### src/rtl/bp_be_stride_prefetch_gen.sv
// Expands a loop descriptor into a deduplicated, page-bounded stream of
// cache-line prefetch addresses for the D$ prefetch port.
module bp_be_stride_prefetch_gen #(
    parameter int vaddr_width_p       = 39,
    parameter int stride_width_p      = 8,
    parameter int output_range_p      = 8,
    parameter int max_prefetch_p      = 16,
    parameter int block_width_p       = 512,
    parameter int page_offset_width_p = 12
) (
    input  logic                      clk_i,
    input  logic                      reset_n_i,
    input  logic                      v_i,
    input  logic [vaddr_width_p-1:0]  pc_i,
    input  logic [vaddr_width_p-1:0]  eff_addr_i,
    input  logic [stride_width_p-1:0] stride_i,
    input  logic [output_range_p-1:0] remaining_iterations_i,
    output logic                      yumi_o,
    input  logic                      flush_i,
    output logic                      pf_v_o,
    output logic [vaddr_width_p-1:0]  pf_vaddr_o,
    output logic [vaddr_width_p-1:0]  pf_pc_o,
    input  logic                      pf_ready_and_i,
    output logic                      busy_o
);

    localparam int lg_line_lp = $clog2(block_width_p / 8);
    localparam int line_w_lp  = vaddr_width_p - lg_line_lp;
    localparam int page_w_lp  = vaddr_width_p - page_offset_width_p;
    localparam logic [output_range_p-1:0] max_lp = output_range_p'(max_prefetch_p);

    typedef enum logic {
        e_idle,
        e_issue
    } state_e;

    state_e                      r_state;
    state_e                      w_state_n;
    logic [vaddr_width_p-1:0]    r_addr;
    logic [vaddr_width_p-1:0]    r_stride;
    logic [page_w_lp-1:0]        r_page;
    logic [vaddr_width_p-1:0]    r_pc;
    logic [output_range_p-1:0]   r_cnt;
    logic                        r_last_v;
    logic [line_w_lp-1:0]        r_last_line;

    logic [vaddr_width_p-1:0]    w_stride_sext;
    logic [output_range_p-1:0]   w_cnt_clamp;
    logic [line_w_lp-1:0]        w_line;
    logic                        w_idle;
    logic                        w_issue;
    logic                        w_dup;
    logic                        w_off_page;
    logic                        w_adv;

    assign w_stride_sext = {{(vaddr_width_p-stride_width_p){stride_i[stride_width_p-1]}},
                            stride_i};
    assign w_cnt_clamp   = (remaining_iterations_i > max_lp) ? max_lp
                                                             : remaining_iterations_i;

    assign w_idle     = (r_state == e_idle);
    assign w_issue    = (r_state == e_issue);
    assign w_line     = r_addr[vaddr_width_p-1:lg_line_lp];
    assign w_dup      = r_last_v & (w_line == r_last_line);
    assign w_off_page = (r_addr[vaddr_width_p-1:page_offset_width_p] != r_page);

    assign yumi_o     = v_i & w_idle & ~flush_i;
    assign pf_v_o     = w_issue & ~w_dup & ~w_off_page;
    assign pf_vaddr_o = {w_line, {lg_line_lp{1'b0}}};
    assign pf_pc_o    = r_pc;
    assign busy_o     = w_issue;

    // A dup step consumes an iteration without touching the port
    assign w_adv = w_issue & ~w_off_page & ((pf_v_o & pf_ready_and_i) | w_dup);

    always_comb begin
        w_state_n = r_state;
        unique case (r_state)
            e_idle: begin
                if (yumi_o && (w_cnt_clamp != '0)) w_state_n = e_issue;
            end
            e_issue: begin
                if (w_off_page)
                    w_state_n = e_idle;
                else if (w_adv && (r_cnt == output_range_p'(1)))
                    w_state_n = e_idle;
            end
        endcase
        if (flush_i) w_state_n = e_idle;
    end

    always_ff @(posedge clk_i or negedge reset_n_i) begin
        if (!reset_n_i) begin
            r_state <= e_idle;
        end else begin
            r_state <= w_state_n;
        end
    end

    always_ff @(posedge clk_i or negedge reset_n_i) begin
        if (!reset_n_i) begin
            r_addr      <= '0;
            r_stride    <= '0;
            r_page      <= '0;
            r_pc        <= '0;
            r_cnt       <= '0;
            r_last_v    <= 1'b0;
            r_last_line <= '0;
        end else begin
            if (yumi_o) begin
                r_addr   <= eff_addr_i + w_stride_sext;
                r_stride <= w_stride_sext;
                r_page   <= eff_addr_i[vaddr_width_p-1:page_offset_width_p];
                r_pc     <= pc_i;
                r_cnt    <= w_cnt_clamp;
                r_last_v <= 1'b0;
            end else if (w_adv) begin
                r_addr <= r_addr + r_stride;
                r_cnt  <= r_cnt - output_range_p'(1);
                if (pf_v_o) begin
                    r_last_line <= w_line;
                    r_last_v    <= 1'b1;
                end
            end
            if (flush_i) r_cnt <= '0;
        end
    end

endmodule

### config.mk
export PLATFORM = sky130hd
export DESIGN_NAME = bp_be_stride_prefetch_gen
export DESIGN_NICKNAME = d
export VERILOG_FILES = /design/src/rtl/bp_be_stride_prefetch_gen.sv
export SDC_FILE = /design/constraint.sdc
export NUM_CORES = 1
export LEC_CHECK = 0
export CAP_MARGIN = 10
export CORE_ASPECT_RATIO = 0.7
export CORE_MARGIN = 8
export CORE_UTILIZATION = 35
export CTS_CLUSTER_SIZE = 20
export DETAILED_ROUTE_END_ITERATION = 10
export PLACE_DENSITY = 0.59
export SYNTH_ARGS = -nofsm -noshare
export SYNTH_HDL_FRONTEND = slang
export SYNTH_SLANG_ARGS = --single-unit
### constraint.sdc
create_clock -name clk_i -period 6.6 [get_ports clk_i]
set_input_delay 0.66 -clock clk_i [delete_from_list [all_inputs] [get_ports clk_i]]
set_output_delay 0.66 -clock clk_i [all_outputs]
set_load 0.005 [all_outputs]
* Word level (Yosys, flattened, before mapping)
Index checks and enable logic that the tools add are counted.
** Word-level totals
- Word-level logic and storage cells :: 51
- Input bits :: 99
- Output and inout port bits :: 81
- Register bits after elaboration :: 156
** Cells by class
- Add/subtract/negate cells :: 3
- Reduce and logical (&&, ||, !) cells :: 8
- Magnitude comparators :: 1
- Equal/unequal tests :: 3
- Bitwise operators :: 14
- Muxes and demuxes :: 14
** Operator list (number)
- $add A39 B39 Y39 :: 2
- $mux W39 :: 2
- $eq A33 B33 Y1 :: 1
- $mux W8 :: 4
- $ne A27 B27 Y1 :: 1
- $and A1 B1 Y1 :: 8
- $eq A8 B1 Y1 const B :: 1
- $gt A8 B5 Y1 const B :: 1
- $reduce_bool A8 Y1 :: 1
- $sub A8 B1 Y8 const B :: 1
- $mux W1 :: 7
- $not A1 Y1 :: 5
- $reduce_bool A2 Y1 :: 2
- $reduce_and A3 Y1 :: 1
- $reduce_bool A3 Y1 :: 1
- $logic_and A1 B1 Y1 :: 2
- $pmux W1 S2 :: 1
- $reduce_and A2 Y1 :: 1
- $or A1 B1 Y1 :: 1

* Logic depth before layout (Yosys ltp)
Gate-level depths: netlist (run 1).
- Depth after elaboration :: 13
- Depth in mapped cells :: 11

* Least setup slack after synthesis (run 1)
No wires, ideal clock.
- Kind :: register to register
- Start point :: reg r_stride[7] (netlist name)
- End point :: reg r_addr[38]
- Clock period less this slack :: 3.330 ns
- Setup slack :: 3.270 ns
- Cell stages (with the launch flop) :: 11
- Required time :: 6.467 ns
- Arrival :: 3.197 ns
- Cell sequence :: dfrtp_1 ha_1 a21oi_1 o22ai_1 a311o_1 a21oi_1 nor4b_1 or3_1 and4_1 o32ai_1 a211oi_2
** On the way
- Word-level cells in the longest chain between the ends :: 3
** Ends and longest elaborated chain
- $add A39 B39 Y39 :: RTL line 118 : r_addr <= r_addr + r_stride;
- $mux W39 :: RTL line 117 : end else if (w_adv) begin
- $mux W39 :: RTL line 110 : if (yumi_o) begin
- end signal, assigned :: RTL line 111 : r_addr <= eff_addr_i + w_stride_sext;
- end signal, assigned :: RTL line 118
- end, declared :: RTL line 39 : logic [vaddr_width_p-1:0] r_addr;
No other way between the ends. The select of a mux whose other input is x is not followed.
A chain may end at the register's enable or synchronous reset.

* Worst setup path after layout (run 1)
- Start point :: reg r_addr[0]
- End point :: reg r_addr[34]
** On the way
- Word-level cells in the longest chain between the ends :: 3
** Ends and longest elaborated chain (RTL line)
- $add A39 B39 Y39 :: 118
- $mux W39 :: 117
- $mux W39 :: 110
No other way between the ends. The select of a mux whose other input is x is not followed.

==> key figures, run 1 <==
Global routing
  • Vias in the first global route: 9762
  • Pin count of the biggest net entering global routing: 97
  • Global-route wire length before repair: 56970 um
  • GRT Overall Usage: 18.82%
  • Initial antenna violation count: 0
  • Remaining Overflow, GRT: 0

Worst setup path
  • Largest delay share family, worst path: compound AO/OA/AOI/OAI gates
  • Startpoint types: flip-flop
  • Worst reg-to-reg path cell count: 11
  • Crit path DAT: 4.36 ns
  • Worst path max stage delay: 0.48 ns
  • Top cell by count, worst path: a21oi_1
  • CP cell instances: ha_1 -> fa_1 -> a211oi_1 -> o21ai_0 -> a311o_1 -> a21oi_1 -> a21oi_1 -> a211o_1 -> a21boi_0 -> mux2i_1 -> nor3_1
  • Critical Path RT: 6.92 ns
  • CP Depth: 11
  • RR Endpoint: r_addr[34]
  • Reg2Reg Launch Point: r_addr[0]
  • Worst Path Buf+Inv: 0
  • Worst path slowest cell: mux2i_1
  • Reg2reg setup slack: 2.56 ns
  • Nature of the critical path endpoint: flip-flop
  • CP Max Fanout: 6
  • Setup CP Type: reg -> reg

Power and ir drop
  • Worst IR Drop VDD: 0.1289 mV
  • Pint: 2.457 mW
  • PwrDens: 288.7 nW/um^2
  • Clk pwr share: 27.7%
  • Switching Share: 38.23%
  • Leak: 6.289 nW
  • P_sw: 1.521 mW
  • Logic pwr share: 39.5%
  • Sequential Power Share: 32.8%

Timing
  • Final Hold Violating Endpoints: 0
  • Relative slew slack: 37.30%
  • Crit path time final: 4.041 ns
  • Final TNS setup: 0 ns
  • Hold slack: 0.3321 ns
  • RSZ-0062 raised after global routing: false
  • Final Setup Violations: 0
  • Setup ws final: 2.559 ns
  • F_max: 0.2475 GHz
  • Worst-margin pin slew: 0.9405 ns
  • Worst Skew: 0.01250 ns
  • Tcrit/Tclk final: 61.22%
  • Max Transition Viols Final: 0

Clock network
  • Clk Latency, worst-skew pair: 0.46 ns
  • Clock-pin slew on the worst setup and hold paths: 0.07 ns
  • Setup Fix Bufs, Post-CTS: 0
  • TritonCTS clock tree: done
  • Post-CTS Resized: 0
  • H-tree depth: 4
  • CTS root buf: clkbuf_16
  • Clk sinks: 156
  • Total CTS buffers: 17
  • # hold bufs at CTS: 0
  • Max clock buf depth: 2

Synth
  • Xor/xnor share of the synthesized area: 9.578%
  • Number of synthesized register bits: 156
  • Prevailing post-synth register cell: dfrtp_1
  • Post-synth cell types: 67
  • Asr flop ratio synth: 100.0%
  • Post-synthesis adder-cell area fraction: 9.043%
  • Cells after Synth: 1326
  • Seq/Total Area, Yosys: 34.75%
  • Synth Area in Simple Gates: 20.22%
  • Mux cell area share after synthesis: 4.410%
  • Post-synthesis compound-gate area fraction: 17.00%
  • Mapped Area: 11230 um^2
  • Synth Warn #: 0
  • Synth Area per Inst: 8.472 um^2
  • Main combinational cell family by area after synthesis: simple AND/OR/NAND/NOR gates
  • EDFF count, synth: 0

Die
  • Die width: 230.1 um
  • Die area: 38180 um^2
  • Initial core utilization: 35.18%
  • IO Pins: 180
  • Core box area: 31930 um^2
  • Die height: 165.9 um
  • Std cell rows: 55

Cells and area
  • Sequential cell area: 3904 um^2
  • Filler instances: 3157
  • Layout Area Growth over Synthesis: 22.65%
  • Share of cells above drive strength 1: 6.644%
  • # nets final: 1626
  • Footprint of the multi-input gates: 6803 um^2

Drt
  • Routed len/inst: 19.34 um
  • Detailed router's first-iteration violation count: 730
  • Post-DR vias/cell: 5.373
  • Vias: 10150
  • Post-route ant nets: 0
  • First-pass DRT Iterations: 5
  • Remaining DRCs: 0
  • Final wirelength: 36520 um

Run
  • Max-Cap Viols: 0

Placed design
  • IO buf count: 173
  • DP HPWL: 27340 um
  • Routability congestion estimate from global placement: 0.8997
  • Pre-CTS setup slack: 2.310 ns

Min path
  • Hold Crit Class: in -> async

Status
  • Status: completed
Yosys cell counts, types with 5 or more instances:
master,n,area [um^2]
o21ai_0,68,340.3
and4_1,5,43.79
a21o_1,34,255.2
nand3_1,28,140.1
clkbuf_1,40,150.1
a211oi_1,16,120.1
or4_1,6,45.04
a21oi_1,89,445.4
and2_1,7,43.79
xor2_1,69,604.3
or3_1,7,43.79
a311oi_1,5,43.79
buf_4,39,292.8
nand2b_1,6,37.54
o211ai_1,5,37.54
o22ai_1,6,37.54
ha_1,78,975.9
nor3_1,20,100.1
nand2_1,295,1107
nor2_1,69,259.0
nand4_1,15,93.84
or2_2,9,56.30
a31oi_1,20,125.1
dfrtp_1,156,3904
xnor2_1,52,455.4
mux2i_1,9,90.09
a21boi_0,5,37.54
inv_1,24,90.09
o21bai_1,11,82.58
nor4_1,16,100.1
and3_1,11,68.82
nor4b_1,5,43.79
mux2_2,36,405.4
placed cells by master, fill, tap and decap left out, types with 6 or more instances in the layout:
master,netlist,routed
nand2_1,295,295
clkdlybuf4s50_1,0,172
dfrtp_1,156,156
a21oi_1,89,89
ha_1,78,78
xor2_1,69,69
nor2_1,69,68
o21ai_0,68,68
xnor2_1,52,52
mux2_2,36,36
a21o_1,34,34
nand3_1,28,28
inv_1,24,23
a31oi_1,20,20
nor3_1,20,20
clkbuf_16,0,17
a211oi_1,16,16
nor4_1,16,15
nand4_1,15,15
and3_1,11,11
o21bai_1,11,11
mux2i_1,9,9
buf_4,39,9
or2_2,9,8
or3_1,7,7
and2_1,7,7
nand2b_1,6,6
or4_1,6,6
o22ai_1,6,6
conb_1,1,6
per-layer routing:
layer / track usage, % / part of all wire [%] / routed length, um / up-vias
met4: 4.096 / 0.99 / 361 / 0
met3: 6.366 / 9.5 / 3480 / 28
met1: 28.64 / 51 / 18500 / 4843
met2: 24.91 / 39 / 14180 / 381
li1: - / - / - / 4893
met5: 0 / 0 / 0 / -
worst max-delay path by stage:
stage	to	slack, ns	start
after floorplan	r_addr[38]	3.27	r_stride[7]
final	r_addr[34]	2.56	r_addr[0]
after global placement	r_addr[37]	2.34	stride_i[7]
after detailed placement	r_addr[37]	2.31	stride_i[7]
after global routing	r_addr[34]	2.43	r_addr[26]
after CTS	r_addr[34]	2.69	r_addr[26]
flip-flops by register name, summed over array words and instances, names as in the netlist:
| signal | cells |
|---|---|
| busy_o | 1 |
| pf_pc_o | 39 |
| r_addr | 39 |
| r_cnt | 8 |
| r_last_line | 33 |
| r_last_v | 1 |
| r_page | 27 |
| r_stride | 8 |
cell families after synthesis:
kind of cell,Yosys count
flip-flops,156
other,1
adder cells (fa/ha/maj),80
buffers and inverters,109
XOR/XNOR,122
AO/OA/AOI/OAI,303
multiplexers,45
AND/OR/NAND/NOR,510
per-stage QoR:
| stage | power, mW | util [%] | area (um^2) | instances |
|---|---|---|---|---|
| 6_report | 3.978 | 43.15 | 13780 | 1888 |
| 3_5_place_dp | 2.856 | 41.13 | 13130 | 1855 |
| 2_1_floorplan | 2.288 | - | 11250 | 1331 |
| 3_3_place_gp | 2.843 | 41.13 | 13130 | 1855 |
| 5_1_grt | 4.215 | 43.15 | 13780 | 1887 |
| 4_1_cts | 3.981 | 43.15 | 13780 | 1887 |
layout make-up:
type                       count  share of cell area [%]
multi-input combinational   1066                   49.37
tap                          427                   3.877
clock buffer                  19                   3.287
timing repair buffer         182                   13.07
inverter                      24                  0.6719
clock inverter                13                   1.380
antenna                        1                 0.01816
sequential                   156                   28.33
worst register-to-register path, delay by kind of cell (launching register included):
kind	cells	cell delay, ns
compound gates	7	2.25
fa+ha+maj	2	0.67
flops	1	0.39
mux	1	0.48
simple gates	1	0.10
power groups by stage:
stage	clock network [mW]	registers (mW)	logic (mW)
after floorplan	0	1.22	1.06
after global placement	0	1.31	1.54
after global routing	1.16	1.32	1.74
final	1.10	1.30	1.57
after CTS	1.13	1.30	1.56
after detailed placement	0	1.31	1.54
Power figures use the tool's default switching activity.
==> inputs of run 2 (changes only) <==
--- a/config.mk
+++ b/config.mk
@@ -11,7 +11,7 @@
 export CORE_UTILIZATION = 35
 export CTS_CLUSTER_SIZE = 20
 export DETAILED_ROUTE_END_ITERATION = 10
-export PLACE_DENSITY = 0.59
+export PLACE_DENSITY = 0.61
 export SYNTH_ARGS = -nofsm -noshare
 export SYNTH_HDL_FRONTEND = slang
 export SYNTH_SLANG_ARGS = --single-unit
==> constraint.sdc (replaced) <==
create_clock -name clk_i -period 3.4 [get_ports clk_i]
set_input_delay 0.34 -clock clk_i [delete_from_list [all_inputs] [get_ports clk_i]]
set_output_delay 0.34 -clock clk_i [all_outputs]
set_load 0.005 [all_outputs]
==> key figures, run 2 (synthesis gave the netlist of run 1 again) <==
Global routing
  • GRT met1 Usage: 29.30%
  • Pin count of the biggest net entering global routing: 117
  • Initial antenna violation count: 0
  • Vias in the first global route: 10540
  • M2 GR Usage: 26.40%
  • GRT Overall Usage: 19.51%
  • Remaining Overflow, GRT: 0
  • Met3 Usage GRT: 6.144%
  • Most used routing layer: met1
  • Global-route wire length before repair: 59280 um

Timing
  • Relative slew slack: 56.94%
  • Final TNS setup: 0 ns
  • RSZ-0062 raised after global routing: true
  • Max Transition Viols Final: 0
  • Final Setup Violations: 0
  • Worst-margin pin slew: 0.6458 ns
  • Crit path time final: 3.333 ns
  • Final Hold Violating Endpoints: 0
  • F_max: 0.3001 GHz
  • Tcrit/Tclk final: 98.02%
  • Worst Skew: 0.009520 ns

Worst setup path
  • CP cell instances: xnor2_1 -> nand4_1 -> or4_1 -> or4_4 -> or3b_1 -> or3_4 -> and4_1 -> o32ai_2 -> a211oi_2
  • Largest delay share family, worst path: simple AND/OR/NAND/NOR gates
  • Critical Path Source: r_addr[32]
  • CP Max Fanout: 4
  • Worst path max stage delay: 0.49 ns
  • Crit path DAT: 3.65 ns
  • Setup CP Type: reg -> reg
  • Startpoint types: flip-flop
  • Worst path slowest cell: dfrtp_1
  • CP Depth: 9
  • Critical Path RT: 3.71 ns
  • Worst reg-to-reg path cell count: 9
  • RR Endpoint: r_addr[38]
  • Worst Path Buf+Inv: 0
  • Nature of the critical path endpoint: flip-flop
  • Worst setup path end: r_addr[38]
  • Reg2Reg Launch Point: r_addr[32]
  • Reg2reg setup slack: 0.07 ns

Clock network
  • CTS root buf: clkbuf_16
  • H-tree depth: 4
  • TritonCTS clock tree: done
  • Total CTS buffers: 17
  • Clk sinks: 156
  • Clk Latency, worst-skew pair: 0.45 ns
  • Max clock buf depth: 2
  • Clock-pin slew on the worst setup and hold paths: 0.07 ns

Cells and area
  • Sequential cell area: 3904 um^2
  • Filler instances: 3145
  • Footprint of the multi-input gates: 6875 um^2
  • Layout Utilization: 46.72%
  • Commonest non-fill, non-tap cell in the layout: nand2_1
  • Layout Area Growth over Synthesis: 32.79%
  • Fin area: 14920 um^2
  • Commonest cells after routing, fill and taps aside: nand2_1, clkdlybuf4s50_1, dfrtp_1
  • Antenna diode count: 0
  • # nets final: 1761
  • Share of cells above drive strength 1: 15.11%

Drt
  • Remaining DRCs: 0
  • Final wirelength: 37790 um
  • Routed len/inst: 18.69 um
  • Vias: 10680
  • Post-route ant nets: 0
  • Post-DR vias/cell: 5.280
  • First-pass DRT Iterations: 5
  • Detailed router's first-iteration violation count: 922

Die
  • Core box area: 31930 um^2
  • IO Pins: 180
  • Std cell rows: 55
  • Die width: 230.1 um
  • Initial core utilization: 35.18%
  • Die height: 165.9 um
  • Die area: 38180 um^2

Power and ir drop
  • Worst IR Drop VDD: 0.3242 mV
  • PwrDens: 547.7 nW/um^2
  • Leak: 6.971 nW

Min path
  • Hold Crit Class: in -> reg

Run
  • Max-Cap Viols: 0

Placed design
  • Routability congestion estimate from global placement: 0.9005
  • DP HPWL: 29610 um
  • IO buf count: 173
  • Post-DP Area: 14190 um^2

Status
  • Status: completed
==> run 2: timing repair <==
item	4_1_cts	5_1_grt
endpoints found under the setup margin	3	8
hold endpoints to repair	63	0
pin swaps	0	1
hold buffers	1	0
resized for setup	3	16
setup buffers	0	1
==> run 2: how the worst min path moves through the flow <==
stage / start / end / slack (ns) / cells past startpoint
final: pc_i[6] / pf_pc_o[6] / 0.41 / 3
after global routing: pc_i[20] / pf_pc_o[20] / 0.41 / 3
after CTS: pc_i[6] / pf_pc_o[6] / 0.39 / 3
after detailed placement: reset_n_i / r_last_line[27] / 0.39 / 1
after global placement: reset_n_i / r_last_line[30] / 0.38 / 1
after floorplan: reset_n_i / busy_o / 0.04 / 0
==> run 2: routing by layer <==
layer	routed length, um	share of wire, %
met5	0	0
met4	422	1.1
met3	3771	10
met2	14890	39
met1	18700	49
==> run 2: worst reg2reg max path, cell delays in order (launching register included) <==
cell      delay, ns
dfrtp_1        0.49
xnor2_1        0.34
nand4_1        0.13
or4_1          0.48
or4_4          0.43
or3b_1         0.35
or3_4          0.34
and4_1         0.24
o32ai_2        0.31
a211oi_2       0.07
==> run 2: power by group <==
group / switching (mW) / leakage [nW] / internal (mW)
clock network: 0.811 / 0.301 / 1.30
registers: 0.361 / 1.97 / 2.10
logic: 1.85 / 4.70 / 1.75
==> run 2: final cells by class <==
class	count	area share [%]
Multi-Input combinational cell	1066	46.09
Inverter	24	0.6206
Sequential cell	156	26.17
Clock inverter	11	1.292
Tap cell	427	3.581
Clock buffer	21	2.952
Timing Repair Buffer	317	19.30
==> run 2: stage by stage <==
stage | cells | total power [mW] | hold slack, ns | worst slack, ns
floorplan | 1331 | 4.441 | 0.04441 | 0.06951
global placement | 1988 | 5.922 | 0.3839 | -0.2138
detailed placement | 1988 | 5.969 | 0.3874 | -0.2235
CTS | 2021 | 8.131 | 0.3941 | 0.03362
global route | 2022 | 8.664 | 0.4135 | -0.07330
finish | 2022 | 8.170 | 0.4148 | 0.06722
